===== src/rtl/risk_memory_responder.sv =====
// Responder for the upstream order-flow handshake: runs risk checks, writes
// orders into an FWFT buffer, updates the max-exposure register and tracks
// the running exposure of buffered orders.
module risk_memory_responder #(
  parameter int QTY_W     = 16,
  parameter int PRICE_W   = 16,
  parameter int DEPTH     = 8,
  parameter int WR_CYCLES = 2,
  parameter int MAX_RESET = 1000
) (
  input  logic                     clk,
  input  logic                     HRESETn,
  input  logic                     check_risk,
  input  logic                     send_order,
  input  logic                     update_max,
  input  logic [QTY_W-1:0]         order_qty,
  input  logic [PRICE_W-1:0]       order_price,
  input  logic [QTY_W-1:0]         max_in,
  output logic                     risk_ok,
  output logic                     risk_valid,
  output logic                     memwr,
  output logic                     ord_reject,
  output logic [QTY_W-1:0]         cur_max,
  output logic [QTY_W:0]           exposure,
  input  logic                     rd_en,
  output logic                     rd_valid,
  output logic [QTY_W-1:0]         rd_qty,
  output logic [PRICE_W-1:0]       rd_price,
  output logic [$clog2(DEPTH):0]   count,
  output logic                     buf_full
);

  localparam int PTR_W = $clog2(DEPTH);
  localparam int CNT_W = PTR_W + 1;
  localparam int WC_W  = (WR_CYCLES > 1) ? $clog2(WR_CYCLES) : 1;

  localparam logic [PTR_W-1:0] PTR_ONE   = PTR_W'(1);
  localparam logic [CNT_W-1:0] CNT_ONE   = CNT_W'(1);
  localparam logic [CNT_W-1:0] CNT_DEPTH = CNT_W'(DEPTH);
  localparam logic [WC_W-1:0]  WC_ONE    = WC_W'(1);
  localparam logic [WC_W-1:0]  WC_LOAD   = WC_W'(WR_CYCLES - 1);

  typedef enum logic [2:0] {
    IDLE,
    RISK,
    ORD_WR,
    MAX_WR,
    DONE
  } state_t;

  state_t             state, state_n;
  logic [WC_W-1:0]    wcnt, wcnt_n;
  logic               risk_stage, risk_stage_n;
  logic               risk_ok_n, risk_valid_n;
  logic               memwr_n, ord_reject_n;
  logic               done_max, done_max_n;
  logic               push, pop, max_load, risk_pass;

  logic [QTY_W-1:0]   qty_mem   [DEPTH];
  logic [PRICE_W-1:0] price_mem [DEPTH];
  logic [PTR_W-1:0]   head, tail;
  logic [QTY_W+1:0]   risk_sum;
  logic [QTY_W:0]     push_amt, pop_amt;

  // Risk rule: non-zero quantity and projected exposure within the max.
  // The sum is formed one bit wider than exposure so it can never wrap.
  assign risk_sum  = {1'b0, exposure} + {2'b00, order_qty};
  assign risk_pass = (order_qty != '0) && (risk_sum <= {2'b00, cur_max});

  assign pop      = rd_en && (count != '0);
  assign rd_valid = (count != '0);
  assign buf_full = (count == CNT_DEPTH);
  assign rd_qty   = qty_mem[head];
  assign rd_price = price_mem[head];
  assign push_amt = push ? {1'b0, order_qty} : '0;
  assign pop_amt  = pop ? {1'b0, qty_mem[head]} : '0;

  // Next-state and registered-output decode for the handshake FSM.
  always_comb begin
    state_n      = state;
    wcnt_n       = wcnt;
    risk_stage_n = risk_stage;
    risk_ok_n    = risk_ok;
    risk_valid_n = risk_valid;
    memwr_n      = 1'b0;
    ord_reject_n = 1'b0;
    done_max_n   = done_max;
    push         = 1'b0;
    max_load     = 1'b0;
    case (state)
      IDLE: begin
        wcnt_n       = WC_LOAD;
        risk_stage_n = 1'b0;
        if (update_max)      state_n = MAX_WR;
        else if (send_order) state_n = ORD_WR;
        else if (check_risk) state_n = RISK;
      end
      RISK: begin
        if (!check_risk) begin
          risk_valid_n = 1'b0;
          risk_ok_n    = 1'b0;
          risk_stage_n = 1'b0;
          state_n      = IDLE;
        end else if (!risk_stage) begin
          risk_stage_n = 1'b1;
        end else if (!risk_valid) begin
          risk_valid_n = 1'b1;
          risk_ok_n    = risk_pass;
        end
      end
      ORD_WR: begin
        if (!send_order) begin
          state_n = IDLE;
        end else if (wcnt != '0) begin
          wcnt_n = wcnt - WC_ONE;
        end else if (!buf_full) begin
          memwr_n    = 1'b1;
          done_max_n = 1'b0;
          state_n    = DONE;
          if (risk_pass) push = 1'b1;
          else           ord_reject_n = 1'b1;
        end
      end
      MAX_WR: begin
        if (!update_max) begin
          state_n = IDLE;
        end else if (wcnt != '0) begin
          wcnt_n = wcnt - WC_ONE;
        end else begin
          max_load   = 1'b1;
          memwr_n    = 1'b1;
          done_max_n = 1'b1;
          state_n    = DONE;
        end
      end
      DONE: begin
        if (done_max ? !update_max : !send_order) state_n = IDLE;
      end
      default: state_n = IDLE;
    endcase
  end

  // State, handshake outputs, max register and buffer bookkeeping.
  always_ff @(posedge clk) begin
    if (!HRESETn) begin
      state      <= IDLE;
      wcnt       <= '0;
      risk_stage <= 1'b0;
      risk_ok    <= 1'b0;
      risk_valid <= 1'b0;
      memwr      <= 1'b0;
      ord_reject <= 1'b0;
      done_max   <= 1'b0;
      cur_max    <= QTY_W'(MAX_RESET);
      head       <= '0;
      tail       <= '0;
      count      <= '0;
      exposure   <= '0;
    end else begin
      state      <= state_n;
      wcnt       <= wcnt_n;
      risk_stage <= risk_stage_n;
      risk_ok    <= risk_ok_n;
      risk_valid <= risk_valid_n;
      memwr      <= memwr_n;
      ord_reject <= ord_reject_n;
      done_max   <= done_max_n;
      if (max_load) cur_max <= max_in;
      if (push)     tail <= tail + PTR_ONE;
      if (pop)      head <= head + PTR_ONE;
      case ({push, pop})
        2'b10:   count <= count + CNT_ONE;
        2'b01:   count <= count - CNT_ONE;
        default: count <= count;
      endcase
      exposure <= exposure + push_amt - pop_amt;
    end
  end

  // Buffer storage; contents need no reset since count gates visibility.
  always_ff @(posedge clk) begin
    if (push) begin
      qty_mem[tail]   <= order_qty;
      price_mem[tail] <= order_price;
    end
  end

endmodule


===== config.mk =====
export PLATFORM = sky130hd
export DESIGN_NAME = risk_memory_responder
export DESIGN_NICKNAME = d
export VERILOG_FILES = /design/src/rtl/risk_memory_responder.sv
export SDC_FILE = /design/constraint.sdc
export NUM_CORES = 1
export LEC_CHECK = 0
export CAP_MARGIN = 0
export CORE_ASPECT_RATIO = 1.5
export CORE_MARGIN = 3
export CORE_UTILIZATION = 40
export CTS_BUF_LIST = sky130_fd_sc_hd__clkbuf_8
export DETAILED_ROUTE_END_ITERATION = 12
export GPL_ROUTABILITY_DRIVEN = 0
export PLACE_DENSITY = 0.69
export REMOVE_ABC_BUFFERS = 1
export SLEW_MARGIN = 10
export SYNTH_ARGS = -nofsm -noshare
export SYNTH_HDL_FRONTEND = slang
export SYNTH_SLANG_ARGS = --single-unit

===== constraint.sdc =====
create_clock -name clk -period 9.9 [get_ports clk]
set_input_delay 1.98 -clock clk [delete_from_list [all_inputs] [get_ports clk]]
set_output_delay 1.98 -clock clk [all_outputs]
set_load 0.02 [all_outputs]

### Word level (Yosys, flattened, before mapping)

Memory sizes are Yosys's and may differ from the RTL's. A register that Yosys moved wholly into a read port is not among the register bits.
Cells that the tools add are included.

| cells by class | value |
|---|---|
| add/sub/neg operators | 8 |
| $lt $le $gt $ge | 1 |
| eq/ne operators | 20 |
| multiplexer cells | 51 |
| bitwise operators | 3 |
| reduce and logical (&&, ||, !) cells | 17 |

Operators with widths:

| operator | number |
|---|---|
| $mux 3 | 14 |
| $mux 16 | 2 |
| $mux 1 | 29 |
| $add 17x16->18 | 1 |
| $le 18x16->1 | 1 |
| $add 17x16->17 | 1 |
| $sub 17x16->17 | 1 |
| $ne 2x2->1 const B | 8 |
| $reduce_bool 16->1 | 1 |
| $pmux 3 s5 | 1 |
| $reduce_and 6->1 | 2 |
| $ne 3x3->1 const B | 3 |
| $pmux 4 s2 | 1 |
| $add 3x1->3 const B | 2 |
| $eq 3x2->1 const B | 2 |
| $pmux 1 s2 | 3 |
| $reduce_and 3->1 | 2 |
| $reduce_bool 2->1 | 3 |
| $reduce_or 5->1 | 1 |
| $add 4x1->4 const B | 1 |
| $eq 4x4->1 const B | 1 |
| $ne 4x4->1 const B | 1 |
| $reduce_bool 4->1 | 1 |
| $sub 4x1->4 const B | 1 |
| other kinds (13) | 17 |

| word-level totals | value |
|---|---|
| bits in registers | 53 |
| bits in writable memories | 256 |
| bits of input ports | 54 |
| output and inout bits | 75 |
| word-level logic and storage cells | 115 |
| memories kept | 2 |

Memories:

| name | depth | bits a word | rd ports | clocked after Yosys merged registers in | wr ports | line | source |
|---|---|---|---|---|---|---|---|
| price_mem | 8 | 16 | 1 | 1 | 1 | 60 | `logic [PRICE_W-1:0] price_mem [DEPTH];` |
| qty_mem | 8 | 16 | 1 | 1 | 1 | 59 | `logic [QTY_W-1:0] qty_mem [DEPTH];` |

### Logic depth before layout (Yosys ltp)

Gate-level depths: netlist of the first run.

| depth | value |
|---|---|
| word-level depth | 11 |
| gate-level depth with buffers | 29 |
| depth with buffers taken out | 29 |

### Least setup slack after synthesis of the first run

OpenSTA, ideal clock, no wires.

| path | value |
|---|---|
| path type | input-to-reg |
| from | input order_qty[1] |
| to | memory price_mem[2][0], enable pin |
| library setup time | 502 ps |
| data arrival time | 8,199 ps |
| data required time | 9,398 ps |
| path slack | 1,199 ps |
| cell stages on the path | 16 |
| path buffers | 0 |
| cells stage by stage | ha_1 -> a21oi_1 -> nand4b_1 -> a221o_1 -> a21bo_2 -> a21oi_1 -> nor2_1 -> xnor2_1 -> ha_1 -> nand4_1 -> nor4_1 -> a31o_2 -> nand3_1 -> or4_4 -> nor2_4 -> nor4bb_1 |

| between the ends | value |
|---|---|
| longest elaborated chain between the ends | 10 |
| elaborated cells between the ends (all ways) | 11 |
| classes of those cells | add/sub (1); order compare (1); mux (7); reduce/logical (2) |

RTL lines:

| what | line | source |
|---|---|---|
| start, declared | 16 | `input logic [QTY_W-1:0] order_qty,` |
| $add 17x16->18 | 67 | `assign risk_sum = {1'b0, exposure} + {2'b00, order_qty};` |
| $le 18x16->1 | 68 | `assign risk_pass = (order_qty != '0) && (risk_sum <= {2'b00, cur_max});` |
| $logic_and 1x1->1 * | 68 |  |
| $mux 1 * | 120 | `if (risk_pass) push = 1'b1;` |
| $mux 1 * | 116 | `end else if (!buf_full) begin` |
| $mux 1 * | 114 | `end else if (wcnt != '0) begin` |
| $mux 1 * | 112 | `if (!send_order) begin` |
| $mux 1 * | 90 | `case (state)` |
| $mux 1 * | 182 | `if (push) begin` |
| $mux 1 (implied by the code) * | 184 | `price_mem[tail] <= order_price;` |
| end, declared | 60 |  |

Mark *: on every way between the ends. The rest lies on a longest branch, timed or not.

### Worst setup path in the final report of the first run

| path | value |
|---|---|
| from | input order_qty[1] |
| to | register exposure[14] |

| between the ends | value |
|---|---|
| longest elaborated chain between the ends | 11 |
| elaborated cells between the ends (all ways) | 12 |
| classes of those cells | add/sub (3); order compare (1); mux (6); reduce/logical (2) |

RTL lines:

| what | line | source |
|---|---|---|
| $add 17x16->18 | 67 |  |
| $le 18x16->1 | 68 |  |
| $logic_and 1x1->1 | 68 |  |
| $mux 1 | 120 |  |
| $mux 1 | 116 |  |
| $mux 1 | 114 |  |
| $mux 1 | 112 |  |
| $mux 1 | 90 |  |
| $mux 16 * | 75 | `assign push_amt = push ? {1'b0, order_qty} : '0;` |
| $add 17x16->17 * | 176 | `exposure <= exposure + push_amt - pop_amt;` |
| $sub 17x16->17 * | 176 |  |
| end signal, assigned | 176 |  |
| end, declared | 24 | `output logic [QTY_W:0] exposure,` |

Marked as above.
A chain may end at the register's enable or synchronous reset.

==> metrics.md, run 1 <==
| Metric | Value |
|---|---|
| Reg clk slew, reported paths | `0.07 ns` |
| CTS max path bufs | `3` |
| Minimum clock period | `8.73 ns` |
| Starting Density | `0.405` |
| DRC errors left | `0` |
| EDFF count, synth | `256` |
| Crit share post-route | `0.881` |
| Reg2reg start | `exposure[0]` |
| Die H | `237 um` |
| Crit-path max cell delay | `0.67 ns` |
| Fraction of layout cells with a size suffix above 1 | `0.166` |
| Lkg Pwr | `0.00588 uW` |
| First-pass GRT wire length | `50400 um` |
| HPWL Detailed | `21900 um` |
| Wl on met1 | `12600 um` |
| Final Hold Viols | `0` |
| Cell Area, Placed | `0.0162 sq mm` |
| Slew HR | `0.312` |
| Seq pwr share | `0.426` |
| Layout Skew | `0.0187 ns` |
| Met3 routed WL | `1290 um` |
| Die Width | `160 um` |
| Worst path required time | `10.35 ns` |
| Pre-antenna DRT Iters | `5` |
| YS warnings | `0` |
| FF-to-FF setup slack | `2.82 ns` |
| Gr ovfl total | `0` |
| FF-to-FF path depth | `28` |
| Drt total wl | `32200 um` |
| H-tree levels | `2` |
| Logic pwr share | `0.311` |
| FP Rows | `84` |
| Core Area | `0.0351 sq mm` |
| Psw | `1150 uW` |
| Seq cells post-synth | `312` |
| Routed Antenna Nets | `0` |
| Cell Pwr Density | `210 mW/mm^2` |
| Sequential area share after synthesis | `0.619` |
| TritonCTS clock tree | `built` |
| PortBufs | `128` |
| Sink Count | `312` |
| Top Ports | `129` |
| Design area | `0.0171 sq mm` |
| Placed cell count | `1553` |
| Vias | `8574` |
| Reg2Reg Capture Point | `exposure[14]` |
| Syn Area/Cell | `14.8 sq um` |
| CP max stage cell | `a2111oi_0` |
| RSZ-0062 raised after global routing | `no` |
| Latest clock arrival within the worst-skew pair | `0.57 ns` |
| Crit path DAT | `9.18 ns` |
| Critical path class | `in -> reg` |
| Nets | `1254` |
| FMAX | `115 MHz` |
| Worst min path class | `reg -> reg` |
| Vias/cell | `5.23` |
| WL/cell | `19.6 um` |
| Root Buffer | `clkbuf_8` |
| Post-CTS Hold Fix Bufs | `0` |
| Iter 0 DRT Violations | `473` |
| Number of distinct library cells after synthesis | `60` |
| Sw frac | `0.321` |
| Largest net degree at the start of global routing | `53` |
| Crit. Startpoint | `order_qty[1]` |
| Maxcap violations | `0` |
| Actual slew at the worst max-slew pin | `1.03 ns` |
| Peak VDD IR | `127 uV` |
| Crit path to | `exposure[14]` |
| Status | `finished, final reports clean` |
| Clock power share | `0.263` |
| Final setup fails | `0` |
| Ys async rst share | `0` |
| Startpoint class of the critical path | `primary input` |
| Post-Syn Instances | `961` |
| CTS resizes | `0` |
| Predominant post-synthesis flop cell | `edfxtp_1` |
| Num CTS Buffers | `46` |
| Post-CTS Setup Bufs | `0` |
| Pint | `2430 uW` |
| Number of global-route vias before repair | `9162` |
| Worst-path fanout max | `12` |
| Area delta synth->final | `19.9%` |
| Die area | `0.0379 sq mm` |
| Initial antenna violation count | `1` |
| Slew Limit Fails | `0` |
| Setup TNS | `0 ns` |
| Synthesized cell area | `0.0142 sq mm` |
| Pwr Total | `3580 uW` |
| Met2 wire len | `17300 um` |
| Top sig layer | `met4` |
| Total Routing Usage GR | `0.171` |
| Core Util, Final | `0.486` |
| Post-route non-filler standard cell count | `1638` |
| Crit. End Element | `flop` |
## registers in the layout, summed over array words and instances, names as in the netlist, 3 cells and up, named ones only
name       flops
count          4
cur_max       16
exposure      17
head           3
price_mem    128
qty_mem      128
state          3
tail           3
## critical path: cells and delay by family
| family | cells | cell delay [ns] |
|---|---|---|
| XOR/XNOR | 1 | 0.14 |
| AND/OR/NAND/NOR | 8 | 1.76 |
| AO/OA/AOI/OAI | 11 | 2.80 |
| adder cells (fa/ha/maj) | 4 | 1.65 |
| buffers and inverters | 2 | 0.69 |
| multiplexers | 1 | 0.15 |
## kinds of logic after synthesis
| logic type | after synthesis | share of synthesized area |
|---|---|---|
| muxes | 101 | 0.130 |
| xor gates and xnor gates | 23 | 0.0142 |
| buffers and inverters | 103 | 0.0279 |
| adders and majority gates | 72 | 0.0728 |
| and+or+nand+nor | 205 | 0.0726 |
| AOI/OAI and AO/OA | 145 | 0.0632 |
| DFF | 312 | 0.619 |
## stage by stage
step | setup WS, ns | hold slack [ns]
finish | 1.17 | 0.478
global route | 0.739 | 0.496
CTS | 1.31 | 0.477
detailed placement | 0.729 | 0.465
global placement | 0.933 | 0.469
floorplan | 1.08 | 0.467
## routing by layer
layer / GRT usage / vias up
li1: - / 3998
met1: 0.195 / 4287
met2: 0.321 / 233
met3: 0.0261 / 56
met4: 0.0632 / 0
met5: 0 / -
## Yosys cell counts, types with 18 or more instances
cell,instances,area (sq um)
nand2_1,68,255
a21oi_1,56,280
fa_1,18,360
edfxtp_1,256,7690
dfxtp_1,56,1120
mux4_2,64,1440
o21ai_0,29,145
mux2_2,33,372
clkbuf_1,22,82.6
nor2_1,36,135
ha_1,54,676
inv_1,71,267
## power groups by stage
| stage | Combinational [uW] | Sequential (uW) | Clock [uW] |
|---|---|---|---|
| 2_1_floorplan | 767 | 1560 | 0 |
| 3_3_place_gp | 1090 | 1550 | 0 |
| 3_5_place_dp | 1110 | 1550 | 0 |
| 4_1_cts | 1120 | 1530 | 966 |
| 5_1_grt | 1250 | 1530 | 1020 |
| 6_report | 1120 | 1530 | 942 |
## layout by cell type, fill, tap and decap left out, types with 9 or more instances in the layout
cell type | Yosys | routed
xnor2_1 | 14 | 14
mux2_2 | 33 | 33
o21a_1 | 10 | 10
edfxtp_1 | 256 | 256
a21o_1 | 10 | 10
o21ai_0 | 29 | 29
and2_1 | 17 | 17
inv_1 | 71 | 88
nor3_1 | 15 | 13
nor2_1 | 36 | 35
nand2_1 | 68 | 68
xor2_1 | 9 | 9
fa_1 | 18 | 18
nand2b_1 | 9 | 9
ha_1 | 54 | 54
dfxtp_1 | 56 | 53
buf_4 | 0 | 20
a21oi_1 | 56 | 56
clkinv_1 | 1 | 10
clkbuf_8 | 0 | 50
nand3_1 | 12 | 12
mux4_2 | 64 | 64
or3_1 | 9 | 9
clkdlybuf4s50_1 | 0 | 128
## worst min path at each step
| stage | start | endpoint | slack (ns) | cells past startpoint |
|---|---|---|---|---|
| 2_1_floorplan | risk_stage | risk_stage | 0.47 | 2 |
| 3_3_place_gp | cur_max[12] | cur_max[12] | 0.47 | 2 |
| 3_5_place_dp | cur_max[15] | cur_max[15] | 0.47 | 2 |
| 4_1_cts | cur_max[15] | cur_max[15] | 0.48 | 2 |
| 5_1_grt | cur_max[4] | cur_max[4] | 0.50 | 2 |
| 6_report | cur_max[15] | cur_max[15] | 0.48 | 2 |
## layout make-up
cell class / count / area, sq um
Clock buffer: 50 / 688
Clock inverter: 34 / 144
Tap cell: 473 / 592
Fill cell: 3063 / 18000
Sequential cell: 312 / 8810
Antenna cell: 1 / 2.50
Timing Repair Buffer: 150 / 1470
Inverter: 72 / 270
Multi-Input combinational cell: 546 / 5080
(Power assumes the default switching activity.)
==> run 2, diff against run 1 <==
Settings changed: CORE_ASPECT_RATIO 1.5 to not set, SETUP_SLACK_MARGIN set to 0.4.
Clock period 9.9 ns to 11.2 ns, I/O delays scaled along.
==> run 2 against run 1 <==
Effect of this change: die area fell by 0.12%; cell area rose by 1.0%; register-to-register slack improved by 1.1 ns; critical path type unchanged; sequential power fell by 12%.
==> metrics.md, run 2 (same netlist as run 1, synthesis figures left out) <==
| Metric | Value |
|---|---|
| Number of global-route vias before repair | `8971` |
| Cell Pwr Density | `197 mW/mm^2` |
| Starting Density | `0.409` |
| CP max stage cell | `clkdlybuf4s50_1` |
| Met1 Track Usage GR | `0.237` |
| CTS resizes | `0` |
| Gr ovfl total | `0` |
| Commonest non-fill, non-tap cell in the layout | `edfxtp_1` |
| Vias/cell | `5.31` |
| Fraction of layout cells with a size suffix above 1 | `0.174` |
| DRC errors left | `0` |
| Post-CTS Hold Fix Bufs | `0` |
| Die Width | `195 um` |
| Filler instances | `2969` |
| Worst min path class | `reg -> reg` |
| Post-CTS Setup Bufs | `0` |
| First-pass GRT wire length | `51100 um` |
| Iter 0 DRT Violations | `714` |
| Slew Limit Fails | `0` |
| Cell Area, Placed | `0.0161 sq mm` |
| Crit. End Element | `flop` |
| Drt total wl | `32600 um` |
| Core Area | `0.0348 sq mm` |
| Reg clk slew, reported paths | `0.06 ns` |
| CTS max path bufs | `3` |
| Critical path class | `in -> reg` |
| Design area | `0.0172 sq mm` |
| Root Buffer | `clkbuf_8` |
| H-tree levels | `2` |
| Initial antenna violation count | `0` |
| Worst-path fanout max | `18` |
| Pre-antenna DRT Iters | `5` |
| Sink Count | `312` |
| Num CTS Buffers | `50` |
| Nets | `1249` |
| Worst path required time | `11.64 ns` |
| WL/cell | `20.1 um` |
| Met2 usage in global routing | `0.282` |
| Final Hold Viols | `0` |
| TritonCTS clock tree | `built` |
| Top Ports | `129` |
| RSZ-0062 raised after global routing | `no` |
| Layout Skew | `0.0371 ns` |
| Total Routing Usage GR | `0.172` |
| Vias | `8606` |
| Met3 Use GR | `0.0317` |
| Final setup fails | `0` |
| Lkg Pwr | `0.00598 uW` |
| Latest clock arrival within the worst-skew pair | `0.58 ns` |
| Status | `finished, final reports clean` |
| Slew HR | `0.182` |
| Peak VDD IR | `92.3 uV` |
| Minimum clock period | `9.27 ns` |
| Largest regs | `price_mem: 128 flops, qty_mem: 128 flops, exposure: 17 flops` |
| Reg area | `0.00881 sq mm` |
| PortBufs | `128` |
| Highest-count cells in the layout ignoring fill and taps | `256 x edfxtp_1, 128 x clkdlybuf4s50_1, 88 x inv_1, 68 x nand2_1, 64 x mux4_2` |
| Maxcap violations | `0` |
| Actual slew at the worst max-slew pin | `1.22 ns` |
| Crit share post-route | `0.828` |
| Startpoint class of the critical path | `primary input` |
| N_diodes | `0` |
| Multi-input logic area | `0.00508 sq mm` |
| Grt peak-use layer | `met2` |
| Area delta synth->final | `21.2%` |
| FMAX | `108 MHz` |
| FP Rows | `68` |
| Crit-path max cell delay | `0.69 ns` |
| HPWL Detailed | `20800 um` |
| Routed Antenna Nets | `0` |
| Largest net degree at the start of global routing | `65` |
| Crit path DAT | `9.71 ns` |
| Die area | `0.0379 sq mm` |
| Setup TNS | `0 ns` |
| Die H | `195 um` |
==> run 2: path summary, 6_finish.rpt <==
check | startpoint | depth (start not counted) | slack (ns) | endpoint
worst max-delay path | order_qty[0] | 29 | 1.93 | exposure[14]
worst min-delay path | cur_max[12] | 2 | 0.47 | cur_max[12]
worst max register to register | exposure[0] | 28 | 3.96 | exposure[14]
worst min register to register | cur_max[12] | 2 | 0.47 | cur_max[12]
==> run 2: layout make-up <==
class	instances	share of cell area
flip-flops and latches	312	0.511
clock buffers	63	0.0503
repair buffers	141	0.0800
multi-input cells	546	0.295
clock inverters	31	0.0149
inverters	72	0.0157
well taps	455	0.0330
==> run 2: worst max-delay path: cells and delay by family <==
family                     cells  cell delay (ns)
adders and majority gates      5             1.87
and+or+nand+nor                9             2.17
xor gates and xnor gates       1             0.07
buffers and inverters          3             0.83
AOI/OAI and AO/OA             10             2.36
muxes                          1             0.14
==> run 2: through the flow <==
step | hold WS (ns) | total power, uW | worst slack, ns | instances | util
after floorplan | 0.467 | 2060 | 2.12 | 930 | -
after global placement | 0.460 | 2330 | 1.69 | 1526 | 0.463
after detailed placement | 0.467 | 2350 | 1.40 | 1526 | 0.463
after CTS | 0.475 | 3410 | 1.98 | 1620 | 0.495
after global routing | 0.502 | 3590 | 1.43 | 1620 | 0.495
final | 0.473 | 3390 | 1.93 | 1620 | 0.495
==> run 2: routing by layer <==
layer	routed length, um	share of wire	vias up
met2	15700	0.48	261
met5	0	0	-
li1	-	-	3996
met4	677	0.021	0
met3	1820	0.056	55
met1	14400	0.44	4294
==> run 2: power breakdown <==
group / leakage [uW] / total, uW / internal [uW] / switching, uW
registers: 0.00276 / 1350 / 1290 / 56.8
clock network: 0.000645 / 1050 / 603 / 450
logic: 0.00258 / 986 / 444 / 541
